**src/rtl/mem_arb_pkg.sv**
```systemverilog
// -----------------------------------------------------------------------------
// mem_arb_pkg
// Shared types and helpers for the memory-port arbiter.
//   - arb_state_e : arbiter FSM states (IDLE, REQ, RESP, RET)
//   - OWN_*       : one-hot owner encodings, bit order {ls, if}
//   - mask_w()/req_w() and the field-offset helpers describe the request bus
//     packing {wen, wmask, wdata, addr}, with addr in the LSBs.
// -----------------------------------------------------------------------------
package mem_arb_pkg;

    typedef enum logic [1:0] {
        IDLE = 2'd0,
        REQ  = 2'd1,
        RESP = 2'd2,
        RET  = 2'd3
    } arb_state_e;

    localparam logic [1:0] OWN_NONE = 2'b00;
    localparam logic [1:0] OWN_IF   = 2'b01;
    localparam logic [1:0] OWN_LS   = 2'b10;

    // The address always starts at bit 0; the other fields stack above it.
    localparam int ADDR_LSB = 0;

    function automatic int mask_w(input int data_width);
        return data_width / 8;
    endfunction

    function automatic int req_w(input int mem_aw, input int data_width);
        return mem_aw + data_width + mask_w(data_width) + 1;
    endfunction

    function automatic int wdata_lsb(input int mem_aw);
        return ADDR_LSB + mem_aw;
    endfunction

    function automatic int wmask_lsb(input int mem_aw, input int data_width);
        return wdata_lsb(mem_aw) + data_width;
    endfunction

    function automatic int wen_bit(input int mem_aw, input int data_width);
        return wmask_lsb(mem_aw, data_width) + mask_w(data_width);
    endfunction

endpackage

```
**src/rtl/arb_pick.sv**
```systemverilog
// -----------------------------------------------------------------------------
// arb_pick
// Combinational winner selection between the IF and LS masters.
//   if_req_valid  in  IF master is requesting
//   ls_req_valid  in  LS master is requesting
//   last_owner    in  one-hot owner of the previous accepted request
//   winner        out one-hot winner {ls, if}; OWN_NONE when nobody requests
// Build option: define MEM_ARB_RR_EN for round-robin on ties; otherwise LS
// always beats IF and last_owner is ignored.
// -----------------------------------------------------------------------------
module arb_pick
    import mem_arb_pkg::*;
(
    input  logic       if_req_valid,
    input  logic       ls_req_valid,
    input  logic [1:0] last_owner,
    output logic [1:0] winner
);

`ifdef MEM_ARB_RR_EN
    always_comb begin
        // NOTE: every always_comb output gets a default first so no path can
        // leave it unassigned and infer a latch.
        winner = OWN_NONE;
        if (if_req_valid && ls_req_valid) begin
            // Tie: whoever was not served last goes first.
            winner = (last_owner == OWN_LS) ? OWN_IF : OWN_LS;
        end else if (ls_req_valid) begin
            winner = OWN_LS;
        end else if (if_req_valid) begin
            winner = OWN_IF;
        end
    end
`else
    // Fixed priority has no history; keep the port for a uniform interface.
    logic unused_last_owner;
    assign unused_last_owner = ^last_owner;

    always_comb begin
        winner = OWN_NONE;
        if (ls_req_valid) begin
            winner = OWN_LS;
        end else if (if_req_valid) begin
            winner = OWN_IF;
        end
    end
`endif

endmodule

```
**src/rtl/mem_port_arbiter.sv**
```systemverilog
// -----------------------------------------------------------------------------
// mem_port_arbiter
// Shares one non-pipelined memory port between instruction fetch (IF) and the
// memory stage (LS). One transaction is in flight at a time:
//   IDLE -> accept winner, REQ -> forward to memory, RESP -> capture data,
//   RET  -> hand data to the owning master.
// Ports:
//   clk, rst                      clock (rising edge), async active-low reset
//   if_req_valid/ready/addr       IF read request
//   if_resp_valid/ready/data      IF read response
//   ls_req_valid/ready/bus        LS request {wen, wmask, wdata, addr}
//   ls_resp_valid/ready/data      LS response (load data, 0 for stores)
//   mem_req_valid/ready/bus       request forwarded to memory
//   mem_resp_valid/ready/data     memory response
//   grant                         one-hot owner {ls, if}, 00 when idle
// Build option: MEM_ARB_RR_EN selects round-robin arbitration on ties
// (default is fixed priority, LS over IF). FSM timing is identical.
// -----------------------------------------------------------------------------
module mem_port_arbiter
    import mem_arb_pkg::*;
#(
    parameter  int DATA_WIDTH = 32,
    parameter  int MEM_AW     = 32,
    localparam int MASK_W     = mask_w(DATA_WIDTH),
    localparam int REQ_W      = req_w(MEM_AW, DATA_WIDTH)
) (
    input  logic                  clk,
    input  logic                  rst,

    input  logic                  if_req_valid,
    output logic                  if_req_ready,
    input  logic [MEM_AW-1:0]     if_req_addr,
    output logic                  if_resp_valid,
    input  logic                  if_resp_ready,
    output logic [DATA_WIDTH-1:0] if_resp_data,

    input  logic                  ls_req_valid,
    output logic                  ls_req_ready,
    input  logic [REQ_W-1:0]      ls_req_bus,
    output logic                  ls_resp_valid,
    input  logic                  ls_resp_ready,
    output logic [DATA_WIDTH-1:0] ls_resp_data,

    output logic                  mem_req_valid,
    input  logic                  mem_req_ready,
    output logic [REQ_W-1:0]      mem_req_bus,
    input  logic                  mem_resp_valid,
    output logic                  mem_resp_ready,
    input  logic [DATA_WIDTH-1:0] mem_resp_data,

    output logic [1:0]            grant
);

    localparam int WEN_BIT = wen_bit(MEM_AW, DATA_WIDTH);

    arb_state_e            state_q, state_d;
    logic [REQ_W-1:0]      req_q;
    logic [DATA_WIDTH-1:0] data_q;
    logic [1:0]            owner_q;
    logic [1:0]            winner;
    logic [1:0]            last_owner;
    logic                  accept;
    logic                  owner_resp_ready;

    arb_pick u_pick (
        .if_req_valid (if_req_valid),
        .ls_req_valid (ls_req_valid),
        .last_owner   (last_owner),
        .winner       (winner)
    );

    // A handshake happens whenever a master is picked in IDLE; the picked
    // master sees ready in the same cycle.
    assign accept = (state_q == IDLE) && (winner != OWN_NONE);

    assign owner_resp_ready = (owner_q == OWN_IF) ? if_resp_ready :
                              (owner_q == OWN_LS) ? ls_resp_ready : 1'b0;

`ifdef MEM_ARB_RR_EN
    logic [1:0] last_owner_q;

    // Starts at IF so the first tie after reset goes to LS.
    always_ff @(posedge clk or negedge rst) begin
        if (!rst) begin
            last_owner_q <= OWN_IF;
        end else if (accept) begin
            last_owner_q <= winner;
        end
    end

    assign last_owner = last_owner_q;
`else
    assign last_owner = OWN_NONE;
`endif

    // ---------------------------------------------------------------- state
    always_ff @(posedge clk or negedge rst) begin
        // NOTE: sequential state uses non-blocking assignments so every
        // flop samples pre-edge values regardless of block ordering.
        if (!rst) begin
            state_q <= IDLE;
        end else begin
            state_q <= state_d;
        end
    end

    always_comb begin
        state_d = state_q;
        unique case (state_q)
            IDLE: if (accept)           state_d = REQ;
            REQ:  if (mem_req_ready)    state_d = RESP;
            // A response arriving while still in REQ is deliberately ignored.
            RESP: if (mem_resp_valid)   state_d = RET;
            RET:  if (owner_resp_ready) state_d = IDLE;
            default:                    state_d = IDLE;
        endcase
    end

    // -------------------------------------------------------- datapath regs
    always_ff @(posedge clk or negedge rst) begin
        if (!rst) begin
            req_q   <= '0;
            data_q  <= '0;
            owner_q <= OWN_NONE;
        end else begin
            if (accept) begin
                owner_q <= winner;
                // IF fetches are plain reads: wen, wmask and wdata forced to 0.
                req_q   <= (winner == OWN_LS) ? ls_req_bus
                                              : {{(REQ_W-MEM_AW){1'b0}}, if_req_addr};
            end
            if ((state_q == RESP) && mem_resp_valid) begin
                // Stores return an all-zero acknowledge word.
                data_q <= req_q[WEN_BIT] ? '0 : mem_resp_data;
            end
            if ((state_q == RET) && owner_resp_ready) begin
                owner_q <= OWN_NONE;
            end
        end
    end

    // -------------------------------------------------------------- outputs
    always_comb begin
        if_req_ready   = 1'b0;
        ls_req_ready   = 1'b0;
        mem_req_valid  = 1'b0;
        mem_resp_ready = 1'b0;
        if_resp_valid  = 1'b0;
        ls_resp_valid  = 1'b0;
        unique case (state_q)
            IDLE: begin
                // Gate with rst so reset holds every ready low even while the
                // masters keep requesting.
                if_req_ready = rst && accept && (winner == OWN_IF);
                ls_req_ready = rst && accept && (winner == OWN_LS);
            end
            REQ:  mem_req_valid  = 1'b1;
            RESP: mem_resp_ready = 1'b1;
            RET: begin
                if_resp_valid = (owner_q == OWN_IF);
                ls_resp_valid = (owner_q == OWN_LS);
            end
            default: ;
        endcase
    end

    assign mem_req_bus  = req_q;
    assign grant        = owner_q;
    assign if_resp_data = (owner_q == OWN_IF) ? data_q : '0;
    assign ls_resp_data = (owner_q == OWN_LS) ? data_q : '0;

    // MASK_W documents the bus layout; it is folded into REQ_W and WEN_BIT.
    localparam int UNUSED_MASK_W = MASK_W;

endmodule

```
**config.mk**
```make
export PLATFORM = sky130hd
export DESIGN_NAME = mem_port_arbiter
export DESIGN_NICKNAME = d
export VERILOG_FILES = /design/src/rtl/mem_arb_pkg.sv /design/src/rtl/arb_pick.sv /design/src/rtl/mem_port_arbiter.sv
export SDC_FILE = /design/constraint.sdc
export NUM_CORES = 1
export LEC_CHECK = 0
export ABC_AREA = 1
export CAP_MARGIN = 5
export CELL_PAD_IN_SITES_DETAIL_PLACEMENT = 0
export CELL_PAD_IN_SITES_GLOBAL_PLACEMENT = 2
export CORE_UTILIZATION = 19
export CTS_CLUSTER_DIAMETER = 50
export DETAILED_ROUTE_END_ITERATION = 12
export PLACE_DENSITY = 0.8
export SETUP_SLACK_MARGIN = 0.1
export SYNTH_ARGS = -nofsm -noshare
export SYNTH_HDL_FRONTEND = slang
export SYNTH_SLANG_ARGS = --single-unit
```
**constraint.sdc**
```tcl
create_clock -name clk -period 1.44 [get_ports clk]
set_input_delay 0.288 -clock clk [delete_from_list [all_inputs] [get_ports clk]]
set_output_delay 0.288 -clock clk [all_outputs]
set_load 0.02 [all_outputs]
```
Yosys cells after proc, flatten, opt, wreduce, memory -nomap -nowiden:

Cells that the tools add are included.

* register bits after elaboration: 105
* input bits: 141
* output and inout port bits: 141
* word-level logic and storage cells: 46

* eq/ne operators: 11
* muxes and demuxes: 21
* reductions and logical operators: 10

Operators by type and width (number)
* $mux W32: 3
* $mux W69: 1
* $mux W2: 7
* $mux W1: 9
* $eq A2 B2 Y1 const B: 4
* $ne A2 B2 Y1 const B: 4
* $pmux W2 S4: 1
* $eq A2 B1 Y1 const B: 3
* $logic_and A1 B1 Y1: 6
* $reduce_and A4 Y1: 1
* $reduce_bool A2 Y1: 2
* $logic_not A2 Y1: 1

Logic depth before layout (Yosys ltp):

Gate-level depths: netlist (run 1).

* word-level depth: 7
* depth in mapped cells: 8
* gate-level depth less buffers: 8

Modules after synthesis:

Synthesis (run 1) repeated with hierarchy kept, for this count alone.

* cells, all modules: 603
* area total of the unflattened synthesis: 4912.2 µm²

Modules (own cells, without submodules)
* mem_port_arbiter: times used 1, cells an instance 600, area an instance 4894.7 µm², sequential area each 2627.5 µm²
* arb_pick: times used 1, cells an instance 3, area an instance 17.5 µm², sequential area each 0.0 µm²

Worst setup path after synthesis (run 1):

OpenSTA, ideal clock, no wires.

* path type: register to register
* from: register state_q[0]
* to: register data_q[10]
* library setup time: 83 ps
* arrival time: 1407 ps
* data required time: 1357 ps
* setup slack: -50 ps
* stages on the path, launching flop included: 8
* cells stage by stage: dfrtp_1 -> inv_1 -> ha_1 -> nand2_1 -> inv_2 -> clkbuf_1 -> nand3_1 -> o21ai_0

* word-level cells in the longest chain between the ends: 2

RTL lines
* from (decl): line mem_port_arbiter.sv:56 `arb_state_e state_q, state_d;`
* from (signal assigned): line mem_port_arbiter.sv:103 `state_q <= state_d;`
* $eq A2 B2 Y1: line mem_port_arbiter.sv:132 `if ((state_q == RESP) && mem_resp_valid) begin`
* $logic_and A1 B1 Y1: line mem_port_arbiter.sv:132
* to (signal assigned): line mem_port_arbiter.sv:134 `data_q <= req_q[WEN_BIT] ? '0 : mem_resp_data;`
* to (decl): line mem_port_arbiter.sv:58 `logic [DATA_WIDTH-1:0] data_q;`

No other way between the ends.
A chain may end at the register's enable or synchronous reset.

Final worst setup path (run 1):

* from: register owner_q[0] (netlist: grant[0])
* to: output port ls_resp_data[0]

* word-level cells in the longest chain between the ends: 2

RTL lines
* from (decl): line mem_port_arbiter.sv:59 `logic [1:0] owner_q;`
* from (signal assigned): line mem_port_arbiter.sv:127 `owner_q <= winner;`
* $eq A2 B2 Y1: line mem_port_arbiter.sv:170 `assign ls_resp_data = (owner_q == OWN_LS) ? data_q : '0;`
* $mux W32: line mem_port_arbiter.sv:170
* to (decl): line mem_port_arbiter.sv:42 `output logic [DATA_WIDTH-1:0] ls_resp_data,`

No other way between the ends.

==> flow_summary.ini, run 1 <==
[final_layout]
register_area_um2 = 2630
final_design_area_no_fill_um2 = 10900
insertedDiodeCount = 0
nets = 1000
areaGrowthSynthToFinish_pct = 125
multi_input_comb_area_um2 = 3200
num-fill-cells = 2458
post_route_cells_drive_above_1_share_pct = 52.3

[pwr]
total_leakage_power_nw = 4.57
power_density_nw_per_um2 = 2110
ir_drop_worst_case_vdd_v = 0.00112

[grt]
grt_antenna_before_repair = 1
grt_max_degree = 63
vias_in_the_first_global_route = 5059
grt_remaining_overflow = 0
grt_usage_pct = 15.0
wire_length_of_the_first_global_routing_pass_um = 29800

[timing]
grt_setup_unrepaired = yes
slew_viol_final = 0
setup_viol = 143
fin_ws_ns = -0.278
worst_pin_slew_ns = 0.618
max-slew-margin-rel_pct = 58.8
number_of_hold_slack_violations_in_the_final_timing_report = 0
peak_freq_mhz = 582
final.min_clock_period_ns = 1.72
crit_share_post_route_pct = 119
timing.clock.skew_ns = 0.00396

[run_status]
violated_checks = setup timing
outcome = finished, violations left

[setup_path]
crit_fanout = 6
worstSetupEndpointType = primary output
crit_type = reg2out
worstPathCellList = inv_4 -> nand2_8 -> clkbuf_16 -> nor2_4 -> buf_6
crit_required_ns = 1.15
timing.critical_path.slowest_stage_cell = sky130_fd_sc_hd__dfrtp_2
cp-start-kind = register
arrival_ns = 1.43
critical_path.max_stage_delay_ns = 0.44

[hold_path]
timing.hold.worst.class = in2async

[route]
vias = 5099
avg_wl_per_cell_um = 17.8
drt_wl_total_um = 21200
first_pass_iters = 4
remaining_drc_errors = 0
drt.antenna.violating_nets = 0
routed_via_density = 4.28
initial_drc_count = 216

[clock_tree]
clock_insertion_delay_worst_skew_ns = 0.35
cts.root.buffer_cell = sky130_fd_sc_hd__clkbuf_16
cts_hold_repair.buffers = 0
numCtsBuffers = 9
ctsHtreeMaxLevel = 3
cts_tree = yes
tritoncts_num_sinks = 105
cts_max_path_buffers = 2
worst_setup_hold_path_clk_slew_ns = 0.08

[placed_design]
place_area_um2 = 8770
numPortBuffers = 281
place_congestion = 0.748
place.detailed.hpwl_um = 13200
detailedPlace.worstSlack_ns = -0.544

[die]
die-area_um2 = 26100
core_area_um2 = 25100
fp-row-count = 58
design.portCount = 282
initial_core_utilization_pct = 19.3
chipWidth_um = 162
die-height_um = 162

[synthesis]
seq_area_frac_synth_pct = 54.3
syn-mean-instance-area_um2 = 9.32
synth_top_cells_by_area = sky130_fd_sc_hd__dfrtp_1 (54%), sky130_fd_sc_hd__nor2_1 (10%), sky130_fd_sc_hd__o31ai_2 (7.0%)
netlist.top_cell.by_area = sky130_fd_sc_hd__dfrtp_1
synthesis.yosys.warnings = 0
synth_instances = 519
postSynthNetCount = 664
yosys_register_bits = 105
post_synth_instance_area_um2 = 4840
synth_cell_types = 20
yosysTopAreaCellShare_pct = 54.3

[run]
drv_cap = 0
-- metal layers --
metal	routed length [um]	track usage, %	part of all wire, %	vias up
met5	0	0	0	-
met4	287	3.64	1.4	0
met3	1300	4.60	6.1	18
met2	11000	26.0	52	196
met1	8610	18.1	41	2478
li1	-	-	-	2407
-- state kept, by name, summed over array words and instances, names as in the netlist --
name	cells
grant	2
mem_req_bus	69
state_q	2
data_q	32
-- layout make-up --
cell class,instances,share of cell area [%]
Inverter,46,2.08
Timing Repair Buffer,359,37.7
Tap cell,330,3.79
Clock buffer,9,2.07
Sequential cell,105,24.2
Clock inverter,7,0.609
Timing Repair inverter,1,0.149
Multi-Input combinational cell,333,29.4
-- placed cells by master, fill, tap and decap left out, types with 22 or more instances in the layout --
cell type | Yosys | layout
sky130_fd_sc_hd__o31ai_4 | 0 | 26
sky130_fd_sc_hd__buf_4 | 1 | 22
sky130_fd_sc_hd__buf_6 | 9 | 85
sky130_fd_sc_hd__dfrtp_1 | 105 | 102
sky130_fd_sc_hd__nor2_4 | 0 | 68
sky130_fd_sc_hd__nor2_1 | 135 | 65
sky130_fd_sc_hd__nand3_2 | 0 | 29
sky130_fd_sc_hd__buf_2 | 9 | 26
sky130_fd_sc_hd__clkdlybuf4s50_1 | 0 | 138
sky130_fd_sc_hd__a22o_1 | 36 | 36
sky130_fd_sc_hd__nand2_4 | 0 | 22
sky130_fd_sc_hd__clkdlybuf4s15_2 | 0 | 35
sky130_fd_sc_hd__inv_1 | 41 | 36
-- worst max-delay path, delay by kind of cell (launching register included) --
kind	cells	cell delay, ns
flops	1	0.44
buf+inv	3	0.41
simple gates	2	0.21
-- power by group --
| part | internal, mW | total, mW | switching (mW) |
|---|---|---|---|
| sequential | 4.30 | 5.11 | 0.811 |
| clock | 1.21 | 2.49 | 1.27 |
| combinational | 7.28 | 15.4 | 8.10 |
| total | 12.8 | 23.0 | 10.2 |
-- path summary, 6_finish.rpt --
path,to,start,slack [ns],cells past startpoint
max in group asynchronous,mem_req_bus[25],rst,0.80,3
hold / removal,mem_req_bus[60],rst,0.1,3
min in group clk,mem_req_bus[13],mem_req_bus[13],0.49,2
setup / recovery,ls_resp_data[0],grant[0],-0.28,5
hold reg to reg,mem_req_bus[13],mem_req_bus[13],0.49,2
setup reg to reg,mem_req_bus[52],state_q[1],-0.19,8
-- Yosys cell counts --
library cell and count:
sky130_fd_sc_hd__o31ai_1 5, sky130_fd_sc_hd__inv_6 1, sky130_fd_sc_hd__nand2_2 2, sky130_fd_sc_hd__nor2_1 135
sky130_fd_sc_hd__inv_1 41, sky130_fd_sc_hd__inv_2 4, sky130_fd_sc_hd__buf_6 9, sky130_fd_sc_hd__dfrtp_1 105
sky130_fd_sc_hd__a22o_1 36, sky130_fd_sc_hd__buf_2 9, sky130_fd_sc_hd__ha_1 4, sky130_fd_sc_hd__buf_4 1
sky130_fd_sc_hd__clkbuf_1 18, sky130_fd_sc_hd__o21ai_0 32, sky130_fd_sc_hd__nand2_1 48, sky130_fd_sc_hd__o31ai_2 27
sky130_fd_sc_hd__a21oi_1 2, sky130_fd_sc_hd__nand3_1 38, sky130_fd_sc_hd__o21ai_1 1, sky130_fd_sc_hd__or2_2 1
-- kinds of logic (layout without fill, tap and decap cells) --
| family | after synthesis | count (layout) | share of synthesized area, % |
|---|---|---|---|
| buf+inv | 83 | 422 | 8.25 |
| fa+ha+maj | 4 | 4 | 1.03 |
| simple gates | 224 | 226 | 18.5 |
| flops | 105 | 105 | 54.3 |
| compound gates | 103 | 103 | 17.9 |
-- stage by stage --
| stage | std cells | total power [mW] | util (%) | setup TNS (ns) | hold WS (ns) |
|---|---|---|---|---|---|
| final | 1190 | 23.0 | 43.3 | -27.06 | 0.0960 |
| after global placement | 1133 | 16.2 | 34.9 | -49.66 | 0.463 |
| after global routing | 1190 | 24.3 | 43.3 | -36.28 | 0.104 |
| after detailed placement | 1133 | 16.3 | 34.9 | -51.05 | 0.477 |
| after floorplan | 519 | 11.5 | - | 0 | -0.00759 |
| after CTS | 1171 | 20.8 | 39.8 | -19.40 | 0.106 |
-- timing repair --
| item | CTS | global route |
|---|---|---|
| endpoints found under the hold margin | 0 | 0 |
| setup endpoints to repair | 244 | 205 |
| resized for setup | 745 | 195 |
| setup buffers | 10 | 10 |
| gates cloned | 13 | 17 |
| pin swaps | 12 | 20 |
Power figures use the tool's default switching activity.
==> inputs of run 2 (changes only) <==
CORE_MARGIN = 4   (was not set)
GPL_ROUTABILITY_DRIVEN = 0   (was not set)
==> flow_summary.ini, run 2 (synthesized netlist as in run 1, its figures left out) <==
[run_status]
outcome = finished, violations left
violated_checks = setup timing

[setup_path]
cp-start-kind = register
crit_type = reg2out
worstSetupEndpointType = primary output
arrival_ns = 1.43
crit_fanout = 10
worst_reg_to_reg_path_cell_count = 8
crit_required_ns = 1.15

[grt]
grt_max_degree = 56
grt_remaining_overflow = 0
vias_in_the_first_global_route = 4959
grt_antenna_before_repair = 0
wire_length_of_the_first_global_routing_pass_um = 29800
grt_usage_pct = 13.5

[final_layout]
num-fill-cells = 2489
areaGrowthSynthToFinish_pct = 118
final_design_area_no_fill_um2 = 10600
final_cell_mix = sky130_fd_sc_hd__clkdlybuf4s50_1 (138), sky130_fd_sc_hd__dfrtp_1 (103), sky130_fd_sc_hd__buf_6 (73), sky130_fd_sc_hd__nor2_4 (68), sky130_fd_sc_hd__nor2_1 (66)
largest_reg_flops = 69
nets = 1000
post_route_cells_drive_above_1_share_pct = 50.7
layout.cells.most_common = sky130_fd_sc_hd__clkdlybuf4s50_1
insertedDiodeCount = 0

[timing]
timing.clock.skew_ns = 0.00994
crit_share_post_route_pct = 119
slew_viol_final = 0
number_of_hold_slack_violations_in_the_final_timing_report = 0
max-slew-margin-rel_pct = 49.4
setup_viol = 162
peak_freq_mhz = 582
fin_ws_ns = -0.277
setup_tns_ns = -20.12
worst_hold_slack_ns = 0.160
grt_setup_unrepaired = yes
final.min_clock_period_ns = 1.72
worst_pin_slew_ns = 0.759

[route]
drt_wl_total_um = 21200
first_pass_iters = 4
drt.antenna.violating_nets = 0
routed_via_density = 4.24
remaining_drc_errors = 0
initial_drc_count = 121
vias = 5043
avg_wl_per_cell_um = 17.8

[clock_tree]
cts_hold_repair.buffers = 0
tritoncts_num_sinks = 105
cts.root.buffer_cell = sky130_fd_sc_hd__clkbuf_16
clock_insertion_delay_worst_skew_ns = 0.36
cts_max_path_buffers = 2
worst_setup_hold_path_clk_slew_ns = 0.08
ctsHtreeMaxLevel = 3
numCtsBuffers = 9
cts_tree = yes

[pwr]
power.share.switching_pct = 43.6
net-switching-power_mw = 9.70
ir_drop_worst_case_vdd_v = 0.000850
power_density_nw_per_um2 = 2110
comb_power_share_pct = 65.5
cellInternalPower_mw = 12.6
report.power.total_mw = 22.3
total_leakage_power_nw = 4.47
clock_power_share_pct = 12.0
relative_contribution_of_sequential_cells_to_total_power_pct = 22.5

[hold_path]
timing.hold.worst.class = in2async

[die]
design.portCount = 282
die-height_um = 168
chipWidth_um = 168
fp-row-count = 58
initial_core_utilization_pct = 19.3
core_area_um2 = 25100
die-area_um2 = 28100

[placed_design]
numPortBuffers = 281
place_area_um2 = 8800
place.detailed.hpwl_um = 13600

[run]
drv_cap = 0
run 2: changes by cell type in the layout (fill, tap and decap cells not counted), moves of 10 or more:
cell	change
sky130_fd_sc_hd__buf_6	-12
sky130_fd_sc_hd__o31ai_4	-19
sky130_fd_sc_hd__nand2_1	+12
sky130_fd_sc_hd__o31ai_2	+19
sky130_fd_sc_hd__buf_4	+14
sky130_fd_sc_hd__buf_2	-10
run 2: repair_timing:
item	4_1_cts	5_1_grt
buffers inserted	11	13
setup endpoints to repair	246	201
gates resized for setup	701	165
cloned	11	16
pin swaps	8	19
run 2: final timing paths:
path / from / end / slack, ns
max: grant[0] / ls_resp_data[12] / -0.28
min: rst / mem_req_bus[67] / 0.16
max reg2reg: state_q[0] / mem_req_bus[41] / -0.13
min reg2reg: mem_req_bus[0] / mem_req_bus[0] / 0.49
max in group asynchronous: rst / grant[1] / 0.71
min in group clk: ls_req_bus[68] / mem_req_bus[68] / 0.46
run 2: area by class of cell:
class / count / area [um2] / share of cell area, %
repair inverters: 1 / 16.3 / 0.154
repair buffers: 359 / 4020 / 38.1
well taps: 330 / 413 / 3.91
clock inverters: 6 / 73.8 / 0.699
multi-input cells: 333 / 2960 / 28.0
flip-flops and latches: 105 / 2630 / 24.9
inverters: 46 / 205 / 1.94
clock buffers: 10 / 239 / 2.26
run 2: critical path, stage by stage, from the launching register on:
cell                      delay [ns]
sky130_fd_sc_hd__dfrtp_2        0.47
sky130_fd_sc_hd__inv_4          0.10
sky130_fd_sc_hd__nand2_8        0.09
sky130_fd_sc_hd__buf_16         0.18
sky130_fd_sc_hd__nor2_4         0.10
sky130_fd_sc_hd__buf_6          0.12
run 2: metrics by stage:
step                      utilization (%)  cells  setup WS, ns
final                                42.1   1190        -0.277
after global routing                 42.1   1190        -0.335
after floorplan                         -    519        0.0633
after detailed placement             35.0   1132        -0.584
after CTS                            39.4   1170        -0.301
after global placement               35.0   1132        -0.581
run 2: layer usage:
metal  vias to the layer above  wire length [um]  global-route usage [%]
met4                         0               242                    3.11
met3                        15              1620                    4.84
li1                       2392                 -                       -
met5                         -                 0                       0
met1                      2440              8790                    17.1
met2                       196             10500                    22.2
run 2: power groups by stage:
stage / Sequential (mW) / Combinational [mW] / Clock [mW]
after global routing: 5.16 / 15.5 / 2.87
after detailed placement: 4.94 / 11.6 / 0
after floorplan: 6.03 / 5.43 / 0
final: 5.00 / 14.6 / 2.68
after CTS: 4.95 / 13.3 / 2.79
after global placement: 4.91 / 11.5 / 0
